`src/rtl/dash_led_sweep.sv`:
```
// dash_led_sweep: on each trigger rising edge, sweeps a TRAIL_LEN-wide trail across led[15:0] (dir latched at accept), then cools down; ports: basys_3_clock, reset, dash_trigger, player_facing_left -> led, dash_ready, dash_busy, dash_accepted
module dash_led_sweep #(
  parameter int STEP_CYCLES     = 2_500_000,
  parameter int TRAIL_LEN       = 3,
  parameter int COOLDOWN_CYCLES = 50_000_000
) (
  input  logic        basys_3_clock,
  input  logic        reset,
  input  logic        dash_trigger,
  input  logic        player_facing_left,
  output logic [15:0] led,
  output logic        dash_ready,
  output logic        dash_busy,
  output logic        dash_accepted
);
  typedef enum logic [1:0] {IDLE, SWEEP, COOLDOWN} state_t;
  localparam logic [4:0] LAST = 5'(14 + TRAIL_LEN);
  state_t state, state_n;
  logic [31:0] cnt, cnt_n;
  logic [4:0] k, k_n;
  logic dir, dir_n, trig_prev, req, acc_n;
  logic [15:0] led_n;
  function automatic logic [15:0] pat(input logic [4:0] kk, input logic d);
    logic [15:0] p, r;
    for (int i = 0; i < 16; i++) p[i] = (5'(i) <= kk) && (5'(i + TRAIL_LEN) > kk);
    r = {<<{p}};
    return d ? p : r;
  endfunction
  assign req = dash_trigger & ~trig_prev;
  always_comb begin
    state_n = state;
    cnt_n   = cnt + 32'd1;
    k_n     = k;
    dir_n   = dir;
    acc_n   = 1'b0;
    led_n   = 16'h0000;
    case (state)
      IDLE: begin
        cnt_n = '0;
        if (req) begin
          state_n = SWEEP;
          k_n     = '0;
          dir_n   = player_facing_left;
          acc_n   = 1'b1;
          led_n   = pat(5'd0, player_facing_left);
        end
      end
      SWEEP: begin
        led_n = pat(k, dir);
        if (cnt == 32'(STEP_CYCLES - 1)) begin
          cnt_n = '0;
          if (k == LAST) begin
            state_n = COOLDOWN_CYCLES > 0 ? COOLDOWN : IDLE;
            led_n   = 16'h0000;
          end else begin
            k_n   = k + 5'd1;
            led_n = pat(k + 5'd1, dir);
          end
        end
      end
      COOLDOWN: begin
        if (cnt == 32'(COOLDOWN_CYCLES - 1)) begin
          state_n = IDLE;
          cnt_n   = '0;
        end
      end
      default: state_n = IDLE;
    endcase
  end
  always_ff @(posedge basys_3_clock) begin
    if (reset) begin
      state         <= IDLE;
      cnt           <= '0;
      k             <= '0;
      dir           <= 1'b0;
      trig_prev     <= 1'b1;
      led           <= 16'h0000;
      dash_ready    <= 1'b1;
      dash_busy     <= 1'b0;
      dash_accepted <= 1'b0;
    end else begin
      state         <= state_n;
      cnt           <= cnt_n;
      k             <= k_n;
      dir           <= dir_n;
      trig_prev     <= dash_trigger;
      led           <= led_n;
      dash_ready    <= state_n == IDLE;
      dash_busy     <= state_n != IDLE;
      dash_accepted <= acc_n;
    end
  end
endmodule
```
`config.mk`:
```
export PLATFORM = sky130hd
export DESIGN_NAME = dash_led_sweep
export DESIGN_NICKNAME = d
export VERILOG_FILES = /design/src/rtl/dash_led_sweep.sv
export SDC_FILE = /design/constraint.sdc
export NUM_CORES = 1
export LEC_CHECK = 0
export ABC_AREA = 1
export CORE_MARGIN = 5
export CORE_UTILIZATION = 35
export CTS_CLUSTER_DIAMETER = 60
export DETAILED_ROUTE_END_ITERATION = 12
export SYNTH_ARGS = -nofsm -noshare
export SYNTH_HDL_FRONTEND = slang
export SYNTH_SLANG_ARGS = --single-unit
export TNS_END_PERCENT = 30
```
`constraint.sdc`:
```
create_clock -name basys_3_clock -period 2.1 [get_ports basys_3_clock]
set_input_delay 0.63 -clock basys_3_clock [delete_from_list [all_inputs] [get_ports basys_3_clock]]
set_output_delay 0.63 -clock basys_3_clock [all_outputs]
set_load 0.02 [all_outputs]
```
==> flow_summary.json, run 1 <==
{
  "fin_cells": 855,
  "yosys_most_used_dff": "dfxtp_1",
  "wire_per_inst_um": 14.36,
  "internal_power_mw": 2.451,
  "status": "complete, no violations",
  "rows": 40,
  "slew_viol_final": 0,
  "die_w_um": 119.6,
  "grt_pass1_vias": 4100,
  "muxShareOfSynthArea_pct": 0,
  "cts_tree": "yes",
  "cp-startpoint": "dash_busy$_SDFF_PP0_",
  "rr_endpoint": "led[12]$_SDFF_PP0_",
  "ys_warn_count": 0,
  "crit_fanout": 1,
  "drt_iter0_drc": 386,
  "core_area_mm2": 0.01191,
  "die_area_mm2": 0.01431,
  "rr_worst_depth": 9,
  "finalCritPeriodShare_pct": 91.05,
  "ios": 23,
  "start_util_pct": 35.30,
  "viasPerCell": 5.216,
  "final_common_cell": "nand2_1",
  "path_depth": 1,
  "crit_buf_inv": 1,
  "hpwl_um": 9371,
  "cts_buffers": 9,
  "synth_area_mm2": 0.004205,
  "nFillCells": 1261,
  "clkPwrFrac_pct": 55.7,
  "synth-simple-area-share_pct": 45.91,
  "finalWirelength_um": 12280,
  "peakVddDrop_mv": 0.3640,
  "gp_congestion": 0.9818,
  "gr-total-overflow": 0,
  "power_switching_mw": 0.6560,
  "htree_levels": 3,
  "synth_cell_types": 46,
  "ctsHoldBuffers": 0,
  "yosys.area_share.adder_pct": 1.785,
  "fin_ws_ns": 0.1880,
  "ant_nets": 0,
  "worstPathRequired_ns": 1.47,
  "drc": 0,
  "syn_inst": 675,
  "seqPwrFrac_pct": 37.5,
  "grt_pass1_wl_um": 20000,
  "final_cell_mix": "182 x nand2_1, 76 x nor2_1, 68 x inv_1, 65 x nand3_1, 59 x dfxtp_1",
  "syn_avg_cell_area_um2": 6.230,
  "p_sw_share_pct": 21.11,
  "path_delay_family": "buffers and inverters",
  "layout.area.seq_mm2": 0.001202,
  "critPathCapture": "dash_busy",
  "antenna_found_initial": 0,
  "leakagePower_nw": 2.010,
  "die_h_um": 119.6,
  "synth_seq_cells": 60,
  "tightest_slew_ns": 0.4738,
  "pwr_density_cell_mw_per_mm2": 620.5,
  "synth_top_family_by_area": "simple AND/OR/NAND/NOR gates",
  "synthXorXnorAreaFrac_pct": 2.916,
  "first_pass_iters": 6,
  "cts.sinks": 60,
  "skew_ns": 0.007246,
  "hold_violations": 0,
  "slew_headroom_pct": 68.17,
  "maxCapViolCount": 0,
  "fmax_ghz": 0.5230,
  "r2r_start": "k[0]$_SDFFE_PP0P_",
  "vias": 4460,
  "setup_tns_ns": 0,
  "crit_slowest_cell": "clkdlybuf4s50_1",
  "clock_latency_ns": 0.33,
  "io_buffers": 22,
  "r2r_slack_ns": 0.20,
  "cp-start-kind": "flop",
  "layout.nets": 713,
  "antenna_cells": 0,
  "post-place-ws_ns": -0.01894,
  "max_stage_delay_ns": 0.61,
  "yosysSeqAreaShare_pct": 28.56,
  "synth_fp_nets": 685,
  "setup_viol": 0,
  "clk_pin_slew_ns": 0.05,
  "crit_chain": "clkdlybuf4s50_1",
  "multi_input_area_mm2": 0.002609,
  "worst_setup_path_end_kind": "output pin",
  "cp_data_arrival_time_ns": 1.28,
  "grt_usage_pct": 17.27,
  "drive_gt1_share_pct": 12.99,
  "post_cts_buffers": 0,
  "worstSetupPathType": "reg -> out",
  "synthArstFlopShare_pct": 0,
  "final.min_clock_period_ns": 1.912,
  "cts.root.buffer_cell": "clkbuf_16",
  "syn2layout_area_growth_pct": 19.07,
  "combinationalPowerShare_pct": 6.9,
  "grt_max_degree": 33,
  "synth_edf_count": 0,
  "hp-class": "reg -> reg",
  "placed_cells": 838,
  "cts_resized": 0,
  "clockBufferDepth": 2,
  "synth_compound_area_share_pct": 10.35
}
-- synth_stat cells, types with 11 or more instances --
library cell | number | area, um^2
nand2_1 | 183 | 686.9
nor2_1 | 77 | 289.0
inv_1 | 69 | 259.0
nand3_1 | 65 | 325.3
dfxtp_1 | 60 | 1201
a21oi_1 | 37 | 185.2
nand4_1 | 19 | 118.9
nor3_1 | 17 | 85.08
o21ai_0 | 16 | 80.08
nor2_2 | 14 | 87.58
xor2_1 | 13 | 113.9
clkbuf_1 | 11 | 41.29
o211ai_1 | 11 | 82.58
-- per-stage QoR --
stage	util [%]	power (mW)	hold WS (ns)	area, um^2
5_1_grt	42.04	3.220	0.5787	5007
3_3_place_gp	38.70	1.387	0.5115	4609
6_report	42.04	3.107	0.5368	5007
3_5_place_dp	38.70	1.392	0.5314	4609
4_1_cts	41.65	3.135	0.5448	4961
2_1_floorplan	-	1.331	0.4879	4205
-- per-layer routing --
layer / global-route usage [%] / wire length, um / up-vias
met4: 6.371 / 278 / 0
li1: - / - / 2247
met1: 24.14 / 5791 / 2024
met3: 4.053 / 939 / 19
met5: 0 / 0 / -
met2: 25.85 / 5271 / 170
-- cell families after synthesis --
family | after synthesis
compound gates | 77
xor+xnor | 14
fa+ha+maj | 6
buf+inv | 104
flops | 60
simple gates | 414
-- flip-flops by register name, indices dropped and copies added, names as in the netlist --
| signal | count |
|---|---|
| cnt | 32 |
| led | 16 |
| k | 5 |
| state | 2 |
| dash_accepted | 1 |
| dash_busy | 1 |
| dash_ready | 1 |
| dir | 1 |
| trig_prev | 1 |
-- layout make-up --
| class | instances | share of cell area (%) |
|---|---|---|
| tap | 147 | 3.673 |
| clock buffer | 12 | 5.122 |
| sequential | 60 | 24.01 |
| multi-input combinational | 512 | 52.10 |
| inverter | 79 | 5.947 |
| clock inverter | 4 | 1.899 |
| timing repair buffer | 41 | 7.246 |
-- worst min path at each step --
stage	depth (start not counted)	slack [ns]	to	from
floorplan	3	0.49	led[0]$_SDFF_PP0_	trig_prev$_SDFF_PP1_
global placement	2	0.51	cnt[0]$_SDFF_PP0_	cnt[0]$_SDFF_PP0_
detailed placement	3	0.53	led[0]$_SDFF_PP0_	trig_prev$_SDFF_PP1_
CTS	2	0.54	cnt[0]$_SDFF_PP0_	cnt[0]$_SDFF_PP0_
global route	3	0.58	led[0]$_SDFF_PP0_	trig_prev$_SDFF_PP1_
finish	2	0.54	cnt[0]$_SDFF_PP0_	cnt[0]$_SDFF_PP0_
-- power groups by stage --
stage	Sequential, mW	Combinational [mW]	Clock (mW)
global route	1.16	0.237	1.82
detailed placement	1.19	0.204	0
floorplan	1.20	0.134	0
global placement	1.19	0.200	0
finish	1.16	0.213	1.73
CTS	1.16	0.204	1.77
No activity file was read; power rests on OpenSTA's default activity.
==> run 2: changes to the inputs <==
==> constraint.sdc (replaced) <==
create_clock -name basys_3_clock -period 2.1 [get_ports basys_3_clock]
set_input_delay 0.42 -clock basys_3_clock [delete_from_list [all_inputs] [get_ports basys_3_clock]]
set_output_delay 0.42 -clock basys_3_clock [all_outputs]
set_load 0.02 [all_outputs]
==> run 2 against run 1 <==
Sequential power is essentially flat. Clock power shrank 5%. Hold slack lost 0.0058 ns. Flip-flop and latch count is the same. Via count shrank 2.7%. Critical path depth grew 10. Fmax shrank 2.4%. Cell area shrank 0.40%. Setup slack lost 0.047 ns. Cell count is the same. Largest cell class unchanged. Largest power group unchanged.
==> flow_summary.json, run 2 (synthesis results as in run 1) <==
{
  "vias": 4340,
  "ctsHoldBuffers": 0,
  "finalCritPeriodShare_pct": 93.27,
  "clock_latency_ns": 0.34,
  "clockBufferDepth": 2,
  "crit_fanout": 8,
  "hold_violations": 0,
  "hold_slack_ns": 0.5311,
  "die_h_um": 119.6,
  "grt_max_degree": 33,
  "cts.sinks": 60,
  "fin_cells": 855,
  "regMostFlops": "cnt",
  "fin_ws_ns": 0.1413,
  "slew_viol_final": 0,
  "placed_cells": 836,
  "reg_top3": "cnt x32, led x16, k x5",
  "gp_congestion": 0.9582,
  "fmax_ghz": 0.5105,
  "status": "complete, no violations",
  "worstPathRequired_ns": 2.33,
  "syn2layout_area_growth_pct": 18.60,
  "wire_per_inst_um": 14.45,
  "worstSetupPathType": "reg -> reg",
  "gr-total-overflow": 0,
  "antenna_cells": 0,
  "drc": 0,
  "rsz0062_at_grt": "no",
  "die_w_um": 119.6,
  "crit_buf_inv": 2,
  "ant_nets": 0,
  "hp-class": "reg -> reg",
  "crit_chain": "ha_1, nand3_4, inv_1, nand4_1, nor3_1, nand2_1, nand3_2, nand3_4, buf_4, o21ai_0, nor2_1",
  "cp-start-kind": "flop",
  "setup_viol": 0,
  "drt_iter0_drc": 434,
  "grt_pass1_wl_um": 20040,
  "leakagePower_nw": 2.006,
  "skew_ns": 0.01061,
  "first_pass_iters": 6,
  "path_delay_family": "simple AND/OR/NAND/NOR gates",
  "clk_pin_slew_ns": 0.06,
  "maxCapViolCount": 0,
  "path_common_cell": "nand3_4",
  "final_common_cell": "nand2_1",
  "setup_tns_ns": 0,
  "finalWirelength_um": 12350,
  "largest_reg_flops": 32,
  "tightest_slew_ns": 0.5018,
  "viasPerCell": 5.076,
  "cts_buffers": 9,
  "final_cell_mix": "183 x nand2_1, 77 x nor2_1, 69 x inv_1, 65 x nand3_1, 59 x dfxtp_1",
  "start_util_pct": 35.30,
  "worst_setup_path_end_kind": "flop",
  "max_stage_delay_ns": 0.34,
  "core_area_mm2": 0.01191,
  "layout.nets": 713,
  "grt_usage_pct": 17.31,
  "pwr_density_cell_mw_per_mm2": 610.7,
  "io_buffers": 22,
  "final_util_pct": 41.87,
  "rows": 40,
  "hpwl_um": 9561,
  "total_power_mw": 3.046,
  "die_area_mm2": 0.01431,
  "peakVddDrop_mv": 0.4284,
  "cts_tree": "yes",
  "cp_data_arrival_time_ns": 2.19,
  "ios": 23,
  "grt_pass1_vias": 3892,
  "place_area_mm2": 0.004594,
  "crit_slowest_cell": "dfxtp_1",
  "fin_area_mm2": 0.004987,
  "drive_gt1_share_pct": 12.43,
  "post-place-ws_ns": 0.09932,
  "htree_levels": 3,
  "antenna_found_initial": 0,
  "cts.root.buffer_cell": "clkbuf_16",
  "slew_headroom_pct": 66.19,
  "final.min_clock_period_ns": 1.959
}
## run 2: layout make-up
| cell class | instances | area [um^2] |
|---|---|---|
| clock buffers | 12 | 266.5 |
| repair buffers | 41 | 375.4 |
| inverters | 79 | 297.8 |
| multi-input cells | 512 | 2591 |
| flip-flops and latches | 60 | 1202 |
| fillers | 1276 | 6924 |
| well taps | 147 | 183.9 |
| clock inverters | 4 | 70.07 |
## run 2: where the power goes
group	internal (mW)	leakage, nW	switching [mW]
combinational	0.0853	1.35	0.145
clock	1.13	0.169	0.522
sequential	1.16	0.485	0.00689
## run 2: worst paths after layout
check | startpoint | end | slack [ns] | cells after the start
max | cnt[0]$_SDFF_PP0_ | cnt[25]$_SDFF_PP0_ | 0.14 | 11
min | trig_prev$_SDFF_PP1_ | led[0]$_SDFF_PP0_ | 0.53 | 3
max reg2reg | cnt[0]$_SDFF_PP0_ | cnt[25]$_SDFF_PP0_ | 0.14 | 11
min reg2reg | trig_prev$_SDFF_PP1_ | led[0]$_SDFF_PP0_ | 0.53 | 3
## run 2: per-layer routing
layer  global-route usage [%]  share of wire [%]
met1                    24.21                 48
met2                    24.89                 42
met3                    4.665                7.1
met4                    7.445                2.8
met5                        0                  0
## run 2: tightest hold or removal path, cell delays in order (launching register included)
cell     delay (ns)
dfxtp_1        0.31
nor2_1         0.05
nand3_1        0.06
a21oi_1        0.06
## run 2: repair_timing
| item | 4_1_cts | 5_1_grt |
|---|---|---|
| setup endpoints to repair | 0 | 28 |
| buffers inserted | 0 | 2 |
| gates resized for setup | 0 | 4 |
==> run 3: changes to the inputs <==
--- a/config.mk
+++ b/config.mk
@@ -7,9 +7,10 @@
 export LEC_CHECK = 0
 export ABC_AREA = 1
 export CORE_MARGIN = 5
-export CORE_UTILIZATION = 35
+export CORE_UTILIZATION = 47
 export CTS_CLUSTER_DIAMETER = 60
 export DETAILED_ROUTE_END_ITERATION = 12
+export PLACE_DENSITY = 0.65
 export SYNTH_ARGS = -nofsm -noshare
 export SYNTH_HDL_FRONTEND = slang
 export SYNTH_SLANG_ARGS = --single-unit
==> constraint.sdc (replaced) <==
create_clock -name basys_3_clock -period 2.1 [get_ports basys_3_clock]
set_input_delay 0.21 -clock basys_3_clock [delete_from_list [all_inputs] [get_ports basys_3_clock]]
set_output_delay 0.21 -clock basys_3_clock [all_outputs]
set_load 0.02 [all_outputs]
==> run 3 against run 2 <==
Cell area down 3.6%. Largest cell class unchanged. Cell count down 5.1%. Critical path type unchanged. Global-route usage up 4.5 points. First-iteration DRC count down 35%. Clock-buffer cell count unchanged. Setup slack worse by 0.00085 ns.
==> flow_summary.json, run 3 (synthesis results as in run 1) <==
{
  "leakagePower_nw": 1.934,
  "crit_chain": "inv_1, ha_2, nor2_1, nand2_1, nor3b_1, nand2_1, nand2_1, nand3_1, a21oi_1",
  "ios": 23,
  "rsz0062_at_grt": "no",
  "finalCritPeriodShare_pct": 93.31,
  "slew_headroom_pct": 65.35,
  "grt_pass1_wl_um": 19640,
  "clock_latency_ns": 0.34,
  "wl_met1_um": 6274,
  "hold_violations": 0,
  "crit_slowest_cell": "nor3b_1",
  "syn2layout_area_growth_pct": 14.34,
  "wire_per_inst_um": 14.91,
  "tightest_slew_ns": 0.5165,
  "grt_pass1_vias": 3864,
  "final_cell_mix": "182 x nand2_1, 77 x nor2_1, 69 x inv_1, 65 x nand3_1, 57 x dfxtp_1",
  "core_area_mm2": 0.008721,
  "worstPathRequired_ns": 2.36,
  "start_util_pct": 48.22,
  "fmax_ghz": 0.5103,
  "peakVddDrop_mv": 0.4985,
  "hold_slack_ns": 0.4260,
  "final_util_pct": 55.14,
  "final_common_cell": "nand2_1",
  "die_h_um": 104.6,
  "htree_levels": 3,
  "maxCapViolCount": 0,
  "clk_pin_slew_ns": 0.08,
  "drt_iter0_drc": 282,
  "io_buffers": 22,
  "cp_data_arrival_time_ns": 2.22,
  "pwr_density_cell_mw_per_mm2": 563.5,
  "cp-start-kind": "flop",
  "worst_setup_path_end_kind": "flop",
  "setup_tns_ns": 0,
  "gp_congestion": 0.9697,
  "crit_fanout": 8,
  "regMostFlops": "cnt",
  "layout.nets": 708,
  "status": "complete, no violations",
  "highest_layer": "met4",
  "antenna_cells": 0,
  "max_stage_delay_ns": 0.41,
  "clockBufferDepth": 2,
  "fin_ws_ns": 0.1404,
  "vias": 4438,
  "die_area_mm2": 0.01094,
  "die_w_um": 104.6,
  "drc": 0,
  "ant_nets": 0,
  "rows": 34,
  "cts_tree": "yes",
  "first_pass_iters": 5,
  "path_common_cell": "nand2_1",
  "met3_length_um": 773,
  "hp-class": "in -> reg",
  "final.min_clock_period_ns": 1.960,
  "grt_max_degree": 33,
  "setup_viol": 0,
  "hpwl_um": 9353,
  "cts.root.buffer_cell": "clkbuf_8",
  "cts_buffers": 9,
  "skew_ns": 0.01630,
  "drive_gt1_share_pct": 12.23,
  "viasPerCell": 5.472,
  "finalWirelength_um": 12100,
  "largest_reg_flops": 32,
  "worstSetupPathType": "reg -> reg",
  "grt_usage_pct": 21.82,
  "route.met2.wl_um": 4861,
  "ctsHoldBuffers": 0,
  "gr-total-overflow": 0,
  "post-place-ws_ns": 0.004572,
  "slew_viol_final": 0,
  "cts.sinks": 60,
  "antenna_found_initial": 0,
  "reg_top3": "cnt x32, led x16, k x5"
}
[run 3: repair_timing]
action | CTS | global route
setup endpoints to repair | 0 | 27
gates resized for setup | 0 | 9
buffers inserted | 0 | 0
[run 3: worst max-delay path: cells and delay by family (launching register included)]
family          cells  cell delay [ns]
simple gates        6             0.90
flops               1             0.39
fa+ha+maj           1             0.39
compound gates      1             0.15
buf+inv             1             0.07
[run 3: final timing paths]
path / startpoint / end / slack (ns) / cells past startpoint
hold / removal: dash_trigger / trig_prev$_SDFF_PP1_ / 0.43 / 3
hold reg to reg: cnt[0]$_SDFF_PP0_ / cnt[0]$_SDFF_PP0_ / 0.54 / 2
setup reg to reg: k[1]$_SDFFE_PP0P_ / led[12]$_SDFF_PP0_ / 0.14 / 9
setup / recovery: k[1]$_SDFFE_PP0P_ / led[12]$_SDFF_PP0_ / 0.14 / 9
[run 3: where the power goes]
part / total (mW) / switching, mW / internal [mW] / leakage (nW)
clock: 1.34 / 0.491 / 0.853 / 0.127
sequential: 1.16 / 0.00556 / 1.15 / 0.487
combinational: 0.208 / 0.139 / 0.0688 / 1.32
[run 3: cell type report]
cell class | count | area (um^2)
fillers | 883 | 3913
clock buffers | 12 | 155.1
multi-input cells | 511 | 2585
clock inverters | 4 | 95.09
repair buffers | 37 | 332.8
flip-flops and latches | 60 | 1207
well taps | 108 | 135.1
inverters | 79 | 297.8
[run 3: metrics by stage]
step / instances / instance area (um^2) / total power, mW
2_1_floorplan: 675 / 4205 / 1.331
3_3_place_gp: 795 / 4531 / 1.388
6_report: 811 / 4808 / 2.710
3_5_place_dp: 795 / 4531 / 1.389
5_1_grt: 811 / 4808 / 2.811
4_1_cts: 811 / 4781 / 2.737
[run 3: metal layers]
| metal | vias to the layer above | GRT usage [%] |
|---|---|---|
| met2 | 160 | 30.41 |
| met4 | 0 | 6.393 |
| met3 | 14 | 4.131 |
| met5 | - | 0 |
| met1 | 2029 | 33.84 |
| li1 | 2235 | - |
==> edit 1, RTL diff (settings of run 1) <==
Set the parameter `COOLDOWN_CYCLES` to 33_554_432 (it was 50_000_000).
--- a/src/rtl/dash_led_sweep.sv
+++ b/src/rtl/dash_led_sweep.sv
@@ -3,5 +3,5 @@
   parameter int STEP_CYCLES     = 2_500_000,
   parameter int TRAIL_LEN       = 3,
-  parameter int COOLDOWN_CYCLES = 50_000_000
+  parameter int COOLDOWN_CYCLES = 33_554_432
 ) (
   input  logic        basys_3_clock,
Function: same outputs for any inputs over 10 cycles, from zero or initial values and one cycle with reset high; that may be too few to reach the edited logic, so the function may still have changed.
==> edit 1 against run 1 <==
Largest cell class unchanged; final area fell by 2.0%; synthesized area shrank 3.9%; wire length down 8.5%; critical path type is now reg2reg; sequential cell count is the same; count of clock-buffer cells in the layout grew 1; setup slack worse by 0.035 ns; via count is 6.7% lower; register-to-register slack worse by 0.05 ns; critical endpoint is now cnt[28]$_SDFF_PP0_.
Power is not compared: it rests on default switching activity, and its combinational part moved more than twofold at a synthesized area within 25%.
==> edit 1: results (changes against run 1) <==
run_status: "finished clean"  # unchanged
synth.lib_cells_used.distinct: 42  # was 46
post-place-ws_ns: 0.07848  # was -0.01894 ns
grt_pass1_wl_um: 19110  # was 20000 µm
critical_path.reg2reg.startpoint: "cnt[22]$_SDFF_PP0_"  # was k[0]$_SDFFE_PP0P_
grt_pass1_vias: 4136  # was 4100
portion_of_the_post_synthesis_area_used_by_sequential_elements_pct: 29.72  # was 28.56%
n_fill_cell: 1172  # was 1261
min-delay-start: "trig_prev$_SDFF_PP1_"  # was cnt[0]$_SDFF_PP0_
place.detailed.instances: 802  # was 838
finalWeightedCongestion: 0.9660  # was 0.9818
r2r_cells: 10  # was 9
arrival_ns: 2.16  # was 1.28 ns
drt-total-wl_um: 11240  # was 12280 µm
critical-path-top-delay-family: "simple AND/OR/NAND/NOR gates"  # was buffers and inverters
grt_use_met1_pct: 20.04  # was 24.14%
netlist_top_cells_area: "dfxtp_1 (30%), nand2_1 (14%), nand3_1 (7.3%)"  # was dfxtp_1 (29%), nand2_1 (16%), nand3_1 (7.7%)
vias: 4162  # was 4460
syn-mean-instance-area_um2: 6.446  # was 6.230 µm²
syn-num-nets: 637  # was 685
rr_endpoint: "cnt[28]$_SDFF_PP0_"  # was led[12]$_SDFF_PP0_
hold_ws_ns: 0.5358  # was 0.5368 ns
whs_endpoint: "dash_accepted$_SDFF_PP0_"  # was cnt[0]$_SDFF_PP0_
critPathSlowestCell: "dfxtp_1"  # was clkdlybuf4s50_1
largest_fanout_on_the_critical_path: 24  # was 1
commonest_cells_in_the_netlist: "nand2_1 (154), inv_1 (73), nor2_1 (66), dfxtp_1 (60), nand3_1 (59)"  # was nand2_1 (183), nor2_1 (77), inv_1 (69), nand3_1 (65), dfxtp_1 (60)
track_usage_pct: 16.54  # was 17.27%
detail_route.first_pass.iterations: 5  # was 6
place.detailed.hpwl_um: 8763  # was 9371 µm
drt_first_iter_violations: 269  # was 386
synth_compound_gate_area_share_pct: 10.74  # was 10.35%
finish.net_count: 686  # was 713
global_route.usage.met3_pct: 3.604  # was 4.053%
crit_path_max_incr_delay_ns: 0.40  # was 0.61 ns
grt_start_max_net_pins: 35  # was 33
power.total_mw: 3.542
place_area_mm2: 0.004529  # was 0.004609 mm²
wire_length_per_cell_um: 13.66  # was 14.36 µm
edit 1: area by class of cell:
type	instances	share of cell area [%]
multi-input combinational	474	50.69
sequential	60	24.59
timing repair buffer	52	9.082
inverter	79	6.173
clock buffer	13	5.102
tap	143	3.648
clock inverter	2	0.7143
edit 1: worst max-delay path by stage:
| stage | slack (ns) | cells past startpoint | end | from |
|---|---|---|---|---|
| after floorplan | 0.21 | 12 | led[7]$_SDFF_PP0_ | k[0]$_SDFFE_PP0P_ |
| after global placement | 0.05 | 10 | cnt[28]$_SDFF_PP0_ | cnt[22]$_SDFF_PP0_ |
| after detailed placement | 0.08 | 10 | cnt[28]$_SDFF_PP0_ | cnt[22]$_SDFF_PP0_ |
| after CTS | 0.07 | 10 | cnt[28]$_SDFF_PP0_ | cnt[22]$_SDFF_PP0_ |
| after global routing | -0.02 | 9 | led[10]$_SDFF_PP0_ | cnt[27]$_SDFF_PP0_ |
| final | 0.15 | 10 | cnt[28]$_SDFF_PP0_ | cnt[22]$_SDFF_PP0_ |
==> edit 2, RTL diff (settings of run 1) <==
Made on the original files. Make the reset (`reset`) asynchronous in one clocked block.
--- a/src/rtl/dash_led_sweep.sv
+++ b/src/rtl/dash_led_sweep.sv
@@ -68,5 +68,5 @@
     endcase
   end
-  always_ff @(posedge basys_3_clock) begin
+  always_ff @(posedge basys_3_clock or posedge reset) begin
     if (reset) begin
       state         <= IDLE;
Behaviour: differs if reset is asserted again (counterexample within 4 cycles, from zero or initial values and one cycle with reset high); with reset held inactive, the same outputs for 10 cycles.
==> edit 2 against run 1 <==
Setup slack got worse by 0.056 ns; fmax decreased by 2.8%; wire length rose by 5.3%; core utilization grew 0.91 points; final area increased by 3.9%; via count is 0.92% lower; synthesized area increased by 4.0%; non-clock buffer count rose by 5; sequential share of layout area grew 4.9 points; count of clock-buffer cells in the layout is 1 higher; sequential cell count unchanged.
Power is not compared: it rests on default switching activity, and its combinational part moved more than twofold at a synthesized area within 25%.
==> edit 2: results (changes against run 1) <==
run_status: "finished clean"  # unchanged
grt_use_met1_pct: 22.62  # was 24.14%
cp-end-kind: "flop"  # was output pin
synth-adder-area-share_pct: 1.716  # was 1.785%
syn-num-nets: 653  # was 685
grt_start_max_net_pins: 32  # was 33
routedLengthMet1_um: 5706  # was 5791 µm
crit_path_max_incr_delay_ns: 0.41  # was 0.61 ns
detail_route.first_pass.iterations: 4  # was 6
whs_endpoint: "cnt[0]$_DFF_PP0_"  # was cnt[0]$_SDFF_PP0_
share_of_cell_area_taken_by_multi_input_logic_gates_pct: 48.21  # was 52.10%
tightestPinTransition_ns: 0.5013  # was 0.4738 ns
commonest_cells_in_the_netlist: "nand2_1 (180), nand3_1 (67), dfrtp_1 (58), inv_1 (58), nor2_1 (57)"  # was nand2_1 (183), nor2_1 (77), inv_1 (69), nand3_1 (65), dfxtp_1 (60)
buffers: 46  # was 41
n_fill_cell: 1279  # was 1261
route.met2.wl_um: 6298  # was 5271 µm
grt_pass1_wl_um: 21290  # was 20000 µm
arrival_ns: 2.18  # was 1.28 ns
worst-r2r-setup-slack_ns: 0.13  # was 0.20 ns
finalWeightedCongestion: 0.9850  # was 0.9818
netlist_top_cells_area: "dfrtp_1 (33%), nand2_1 (15%), nand3_1 (7.7%)"  # was dfxtp_1 (29%), nand2_1 (16%), nand3_1 (7.7%)
finish.net_count: 687  # was 713
largest_fanout_on_the_critical_path: 6  # was 1
multi_input_area_mm2: 0.002507  # was 0.002609 mm²
place.detailed.hpwl_um: 10110  # was 9371 µm
synth_xor_xnor_area_share_pct: 5.206  # was 2.916%
layout-drive-gt1-share_pct: 11.14  # was 12.99%
edit 2: cell types whose count changed in the layout (fill, tap and decap cells not counted), sizes merged, moves of 5 or more:
| cell | run 1 | this run |
|---|---|---|
| dfrtp | 0 | 58 |
| a21oi | 38 | 47 |
| nor3 | 19 | 25 |
| nand4 | 19 | 26 |
| xor2 | 13 | 22 |
| buf | 19 | 24 |
| nor2 | 95 | 67 |
| dfxtp | 60 | 0 |
| inv | 77 | 62 |
| o211ai | 11 | 0 |
| nand2 | 195 | 188 |
edit 2: per-stage QoR:
step                worst slack [ns]  hold slack [ns]  cells  utilization [%]  total power, mW
finish                        0.1323           0.5035    850            42.94            2.658
global placement             0.07135           0.5340    831            40.14            1.221
global route                0.002521           0.5162    850            42.94            2.748
CTS                         0.005490           0.5449    847            42.54            2.696
floorplan                     0.1413           0.4825    643                -            1.197
detailed placement           0.06374           0.5382    831            40.14            1.221
